==> config.mk <==
export PLATFORM = sky130hd
export DESIGN_NAME = seq_frame_tx
export DESIGN_NICKNAME = d
export VERILOG_FILES = /design/src/rtl/seq_frame_tx.sv
export SDC_FILE = /design/constraint.sdc
export NUM_CORES = 1
export LEC_CHECK = 0
export BUFFER_PORTS_ARGS = -buffer_cell sky130_fd_sc_hd__buf_2
export CORE_UTILIZATION = 40
export CTS_CLUSTER_DIAMETER = 40
export DETAILED_ROUTE_END_ITERATION = 16
export GPL_TIMING_DRIVEN = 0
export PLACE_DENSITY = 0.61
export SYNTH_ARGS = -nofsm -noshare
export SYNTH_HDL_FRONTEND = slang
export SYNTH_SLANG_ARGS = --single-unit
==> constraint.sdc <==
create_clock -name clk -period 4.05 [get_ports clk]
set_input_delay 0.405 -clock clk [delete_from_list [all_inputs] [get_ports clk]]
set_output_delay 0.405 -clock clk [all_outputs]
set_load 0.005 [all_outputs]
==> src/rtl/seq_frame_tx.sv <==
// Serial frame transmitter: accepts a payload word over valid/ready and sends it
// as sync 1,0,1 + payload MSB first + GAP_BITS zeros, then counts the frame.
module seq_frame_tx #(
    parameter int DATA_W   = 8,
    parameter int BIT_DIV  = 1,
    parameter int GAP_BITS = 2,
    parameter int CNT_W    = 8
) (
    input  logic              clk,
    input  logic              reset,
    input  logic [DATA_W-1:0] tx_data,
    input  logic              tx_valid,
    output logic              tx_ready,
    output logic              data_out,
    output logic              busy,
    output logic              frame_done,
    output logic [CNT_W-1:0]  frame_count
);

    localparam int MAX_LEN = (DATA_W > GAP_BITS) ? ((DATA_W > 3) ? DATA_W : 3)
                                                 : ((GAP_BITS > 3) ? GAP_BITS : 3);
    localparam int BIT_W   = $clog2(MAX_LEN);
    localparam int DIV_W   = (BIT_DIV > 1) ? $clog2(BIT_DIV) : 1;

    typedef enum logic [1:0] {
        IDLE = 2'd0,
        SYNC = 2'd1,
        DATA = 2'd2,
        GAP  = 2'd3
    } state_t;

    state_t            state, state_next;
    logic [BIT_W-1:0]  bit_idx, bit_idx_next;
    logic [DIV_W-1:0]  div_cnt, div_cnt_next;
    logic [DATA_W-1:0] shift_reg, shift_next, shifted;
    logic              data_out_next;
    logic              frame_done_next;
    logic              div_tc;
    logic              last_sync, last_data, last_gap;

    assign div_tc    = (div_cnt == DIV_W'(BIT_DIV - 1));
    assign last_sync = (bit_idx == BIT_W'(2));
    assign last_data = (bit_idx == BIT_W'(DATA_W - 1));
    assign last_gap  = (bit_idx == BIT_W'(GAP_BITS - 1));
    assign shifted   = shift_reg << 1;

    assign tx_ready  = (state == IDLE);
    assign busy      = (state != IDLE);

    // NOTE: sequential state uses non-blocking assignments so every register
    // samples the pre-edge values; the shift register is reset along with the rest.
    always_ff @(posedge clk) begin
        if (reset) begin
            state       <= IDLE;
            bit_idx     <= '0;
            div_cnt     <= '0;
            shift_reg   <= '0;
            data_out    <= 1'b0;
            frame_done  <= 1'b0;
            frame_count <= '0;
        end else begin
            state       <= state_next;
            bit_idx     <= bit_idx_next;
            div_cnt     <= div_cnt_next;
            shift_reg   <= shift_next;
            data_out    <= data_out_next;
            frame_done  <= frame_done_next;
            frame_count <= frame_count + CNT_W'(frame_done_next);
        end
    end

    always_comb begin
        state_next = state;
        case (state)
            IDLE: if (tx_valid)              state_next = SYNC;
            SYNC: if (div_tc && last_sync)   state_next = DATA;
            DATA: if (div_tc && last_data)   state_next = GAP;
            GAP:  if (div_tc && last_gap)    state_next = IDLE;
            default:                         state_next = IDLE;
        endcase
    end

    // Next values of the datapath registers; the bit index restarts whenever
    // the phase changes, and data_out is loaded with the bit about to be sent.
    always_comb begin
        // NOTE: every variable gets a default here so no latch is inferred.
        bit_idx_next    = bit_idx;
        div_cnt_next    = div_cnt;
        shift_next      = shift_reg;
        data_out_next   = data_out;
        frame_done_next = 1'b0;
        case (state)
            IDLE: begin
                bit_idx_next  = '0;
                div_cnt_next  = '0;
                data_out_next = 1'b0;
                if (tx_valid) begin
                    shift_next    = tx_data;
                    data_out_next = 1'b1;
                end
            end
            SYNC, DATA, GAP: begin
                if (!div_tc) begin
                    div_cnt_next = div_cnt + 1'b1;
                end else begin
                    div_cnt_next = '0;
                    bit_idx_next = (state_next != state) ? '0 : bit_idx + 1'b1;
                    case (state)
                        SYNC: data_out_next = last_sync ? shift_reg[DATA_W-1]
                                                        : (bit_idx == BIT_W'(1));
                        DATA: begin
                            if (last_data) begin
                                data_out_next = 1'b0;
                            end else begin
                                shift_next    = shifted;
                                data_out_next = shifted[DATA_W-1];
                            end
                        end
                        default: begin
                            data_out_next   = 1'b0;
                            frame_done_next = last_gap;
                        end
                    endcase
                end
            end
            default: begin
                bit_idx_next  = '0;
                div_cnt_next  = '0;
                data_out_next = 1'b0;
            end
        endcase
    end

endmodule

After elaboration in Yosys (flattened, before gate mapping). Index checks and enable logic that the tools add are counted.

Flip-flop bits (word level): 24. Logic and storage cells: 54.

Add/subtract/negate cells: 3. Eq/ne operators: 11. Muxes and demuxes: 24. Bitwise logic cells: 1. Reductions and logical operators: 8.

Operator list (count): $mux W8 (4); $pmux W8 S2 (1); $add A8 B1 Y8 (1); $mux W1 (8); $mux W2 (4); $ne A2 B2 Y1 const B (4); $pmux W2 S4 (1); $mux W3 (2); $pmux W1 S2 (3); $pmux W3 S2 (1); $eq A2 B2 Y1 const B (2); $reduce_and A4 Y1 (1); $add A3 B1 Y3 const B (1); $eq A3 B1 Y1 const B (1); $eq A3 B2 Y1 const B (1); $eq A3 B3 Y1 const B (1); $logic_and A1 B1 Y1 (3); $reduce_or A3 Y1 (1); $eq A2 B1 Y1 const B (1); $logic_not A2 Y1 (1); $ne A2 B2 Y1 (1); $reduce_bool A2 Y1 (1); $reduce_or A2 Y1 (1); $add A1 B1 Y1 const B (1); $not A1 Y1 (1).

Logic depth before layout (Yosys ltp).
Word-level depth: 8. Depth in mapped cells: 10. Gate-level depth less buffers: 9.

Worst setup path after synthesis. OpenSTA, ideal clock, no wires.

Kind: register to register. From: reg state[1]. To: reg frame_count[5]. Setup time: 0.128 ns. Data arrival time: 1.870 ns. Required time: 3.922 ns. Setup slack: 2.053 ns. Stages on the path, launching flop included: 11. Path buffers: 2. Period minus slack after synthesis: 1.997 ns. Cell sequence: dfxtp_1 > inv_1 > ha_1 > buf_2 > buf_2 > nor3_1 > ha_1 > and3_1 > nand3_1 > xor2_1 > nor2_1.

Cells in the longest elaborated chain, start to end: 6.

RTL lines: start, declared (line 32) `state_t state, state_next;`; start signal, assigned (line 62) `state <= state_next;`; $eq A2 B2 Y1 / $eq A2 B1 Y1 (equally long branches) (line 92, 108); $reduce_or A2 Y1 (no source line); $mux W1 (line 108) `case (state)`; $mux W1 (line 103) `if (!div_tc) begin`; $mux W1 (*) (line 92) `case (state)`; net frame_done_next (line 37) `logic frame_done_next;`; $add A8 B1 Y8 (*) (line 68) `frame_count <= frame_count + CNT_W'(frame_done_next);`; end signal, assigned (line 68); end, declared (line 17) `output logic [CNT_W-1:0] frame_count`.

The timed path passes the listed nets; every way through them passes the cells marked *. A chain may end at the register's enable or synchronous reset.

Worst setup path after layout. Ends and elaborated chain as after synthesis.

==> summary.md <==
| Metric | Value |
|---|---|
| Status | `complete, no violations` |
| Clk network pwr share | `around 15%` |
| Port Buffers | `22` |
| Post-CTS Setup Bufs | `0` |
| Area of the multi-input gates | `between 600 and 700 µm²` |
| Die ar. | `3120 µm²` |
| Root Buffer | `clkbuf_4` |
| DRC | `0` |
| Switching Fraction | `roughly two fifths` |
| # fillers | `275` |
| GRT met1 Usage | `21.3%` |
| Worst Path Class, Setup | `flop to flop` |
| M2 GR Usage | `~28%` |
| Slew @ Worst Pin | `516 ps` |
| Synth Area in Compound Gates | `between 10% and 20%` |
| Share of cells above drive strength 1 | `23.5%` |
| FF+latch area | `460 µm²` |
| Final setup viols | `0` |
| Non-Filler Instances | `180` |
| Seq/Total Area, Yosys | `about two fifths` |
| Worst IR Drop VDD | `0.000405 V` |
| Power Density | `roughly 540 nW/µm²` |
| Unrepaired setup endpoints after global routing | `no` |
| CP Cell Sequence | `inv_1, ha_1, buf_2, buf_2, nor3_1, ha_1, and3_1, nand3_1, xor2_1, nor2_1` |
| PostCTS Resize Cnt | `0` |
| Min Tclk post-route | `roughly 2300 ps` |
| GR peak layer | `met2` |
| Avg Vias per Cell | `~5.3` |
| P_int | `0.439 mW` |
| Worst Hold Class | `input port to flop` |
| Hold Vio Cnt, Final | `0` |
| TNS Setup | `0 ps` |
| Simple-gate area share of the yosys netlist | `19.3%` |
| Total number of vias | `around 950` |
| Initial Util | `between 40% and 50%` |
| Synth warn | `0` |
| Mux contribution to synthesized area | `~7%` |
| Hold-fix buffers, CTS | `0` |
| Placed Cells | `around 180` |
| DRT Wirelength | `2330 µm` |
| Critical Path Source Type | `flop` |
| Die Ht | `between 50 and 60 µm` |
| Crit path required time | `around 4200 ps` |
| Comb power frac | `between 40 and 50%` |
| Top post-synthesis cells by count | `dfxtp_1 (23), nor2_1 (15), ha_1 (10)` |
| Place WS | `approximately 1800 ps` |
| Antenna cells | `0` |
| Crit end category | `flop` |
| Mean Syn Cell Area | `approximately 9.4 µm²` |
| Overall power | `about 0.73 mW` |
| Synth Cell Area | `between 1000 and 1500 µm²` |
| Vias in the first global route | `950` |
| Final Skew | `approximately 5.5 ps` |
| Gr ovfl total | `0` |
| Ys async rst share | `0%` |
| Maxcap violations | `0` |
| GP Congestion | `a little over 0.8` |
| Achievable clock frequency | `around 0.44 GHz` |
| Mapped Nets | `roughly 140` |
| FP Rows | `19` |
| Most frequent cell after synthesis | `dfxtp_1` |
| Main combinational cell family by area after synthesis | `simple AND/OR/NAND/NOR gates` |
| Drt pass-1 iters | `4` |
| DR WL/cell | `12.9 µm` |
| Critical path's slowest cell | `dfxtp_1` |
| Reg power frac | `between 40% and 50%` |
| Initial antenna violation count | `0` |
| Largest net degree at the start of global routing | `14` |
| Post-route ant nets | `0` |
| Worst slew margin | `approximately two thirds` |
| RR Startpoint | `state[1]$_SDFF_PP0_` |
| Slew Viols, Final | `0` |
| Worst skew pair latency | `just over 300 ps` |
| Grt met3 use | `5.35%` |
| Critical Path Fanout Max | `10` |
| H-tree depth | `1` |
| Die Width | `~56 µm` |
| Fin crit share | `a little under three fifths` |
| Hold path start | `tx_valid` |
| Post-synth top flop | `dfxtp_1` |
| Hpwl dp | `1810 µm` |
| Seq cells post-synth | `23` |
| Cells after Synth | `between 100 and 150` |
| Initial DRC count | `18` |
| Unique masters post-synth | `32` |
| Placeable Area | `roughly 2800 µm²` |
| Total Routing Usage GR | `16.5%` |
| Sw Pwr | `a little under 0.3 mW` |
| Clock Path Buffers | `2` |
| First-pass GRT wire length | `4200 µm` |
| Yosys top cell area share | `approximately two fifths` |
| P_leak | `about 0.6 nW` |
| Clock sinks | `23` |
| Post-synth top area cell | `dfxtp_1` |
| Arr. time, crit path | `between 2000 and 2500 ps` |
| Worst setup margin | `1760 ps` |
| Largest cells by area after synthesis | `dfxtp_1 (40%), ha_1 (11%), mux2i_1 (6.9%)` |
| Area Overhead vs Synth | `15.2%` |
| Nets | `between 150 and 200` |
| CTS tree | `built` |
| Post-synth EDFFs | `0` |
| CTS Buf Count | `3` |
| Adder-cell share of the synthesized area | `between 10 and 15%` |
| Worst setup path startpoint | `state[1]$_SDFF_PP0_` |
| Post-Synth XOR/XNOR Area | `4.53%` |
| Reg clk slew, reported paths | `between 100 and 150 ps` |
| Io pins | `23` |
| Crit path largest cell delay | `480 ps` |
==> power groups by stage <==
stage | clock [mW] | combinational, mW | sequential [mW]
after floorplan | 0 | 0.245 | 0.297
after global placement | 0 | 0.311 | 0.304
after detailed placement | 0 | 0.320 | 0.307
after CTS | 0.112 | 0.321 | 0.301
after global routing | 0.119 | 0.356 | 0.307
final | 0.106 | 0.321 | 0.301
==> placed cells by master, fill, tap and decap left out, types with 2 or more instances in the layout <==
master / instances
buf_2: 25
dfxtp_1: 23
nor2_1: 15
ha_1: 10
inv_1: 9
mux2i_1: 8
a211oi_1: 7
nand3_1: 5
xor2_1: 4
o21ai_0: 4
nand2b_1: 3
a21oi_1: 3
nor4_1: 3
nor2b_1: 3
clkbuf_4: 3
nor3_1: 2
nand2_1: 2
clkbuf_1: 2
and3_1: 2
xnor2_1: 2
==> layout make-up <==
type	instances	share of cell area (%)
Buffer	5	1.68
Inverter	9	2.53
Sequential cell	23	34.4
Tap cell	31	2.90
Clock inverter	1	0.374
Clock buffer	3	1.68
Multi-Input combinational cell	86	48.2
Timing Repair Buffer	22	8.23
==> worst paths after layout <==
kind                               end  slack, ps  cells past startpoint
max          frame_count[5]$_SDFF_PP0_       1760                     10
min                state[1]$_SDFF_PP0_        370                      3
max reg2reg  frame_count[5]$_SDFF_PP0_       1760                     10
min reg2reg      bit_idx[0]$_SDFF_PP0_        500                      1
==> worst max-delay path, delay by kind of cell, from the launching register on <==
family	cells	cell delay, ps
buf+inv	3	520
fa+ha+maj	2	400
flops	1	480
xor+xnor	1	150
simple gates	4	610
==> cells by family after synthesis <==
kind of cell / Yosys count
flops: 23
buf+inv: 14
mux: 8
fa+ha+maj: 10
xor+xnor: 6
compound gates: 22
simple gates: 40
==> metrics by stage <==
stage / hold slack (ps) / cell area [µm²] / util [%]
5_1_grt: 379 / 1340 / 48.5
6_report: 372 / 1340 / 48.5
3_3_place_gp: 468 / 1310 / 47.5
4_1_cts: 363 / 1340 / 48.5
3_5_place_dp: 490 / 1310 / 47.5
2_1_floorplan: 455 / 1160 / -
==> metal layers <==
metal / up-vias / share of wire, %
met4: 0 / 1.1
met1: 439 / 50
li1: 484 / -
met5: - / 0
met2: 25 / 44
met3: 4 / 4.9
No activity file was read; power rests on OpenSTA's default activity.
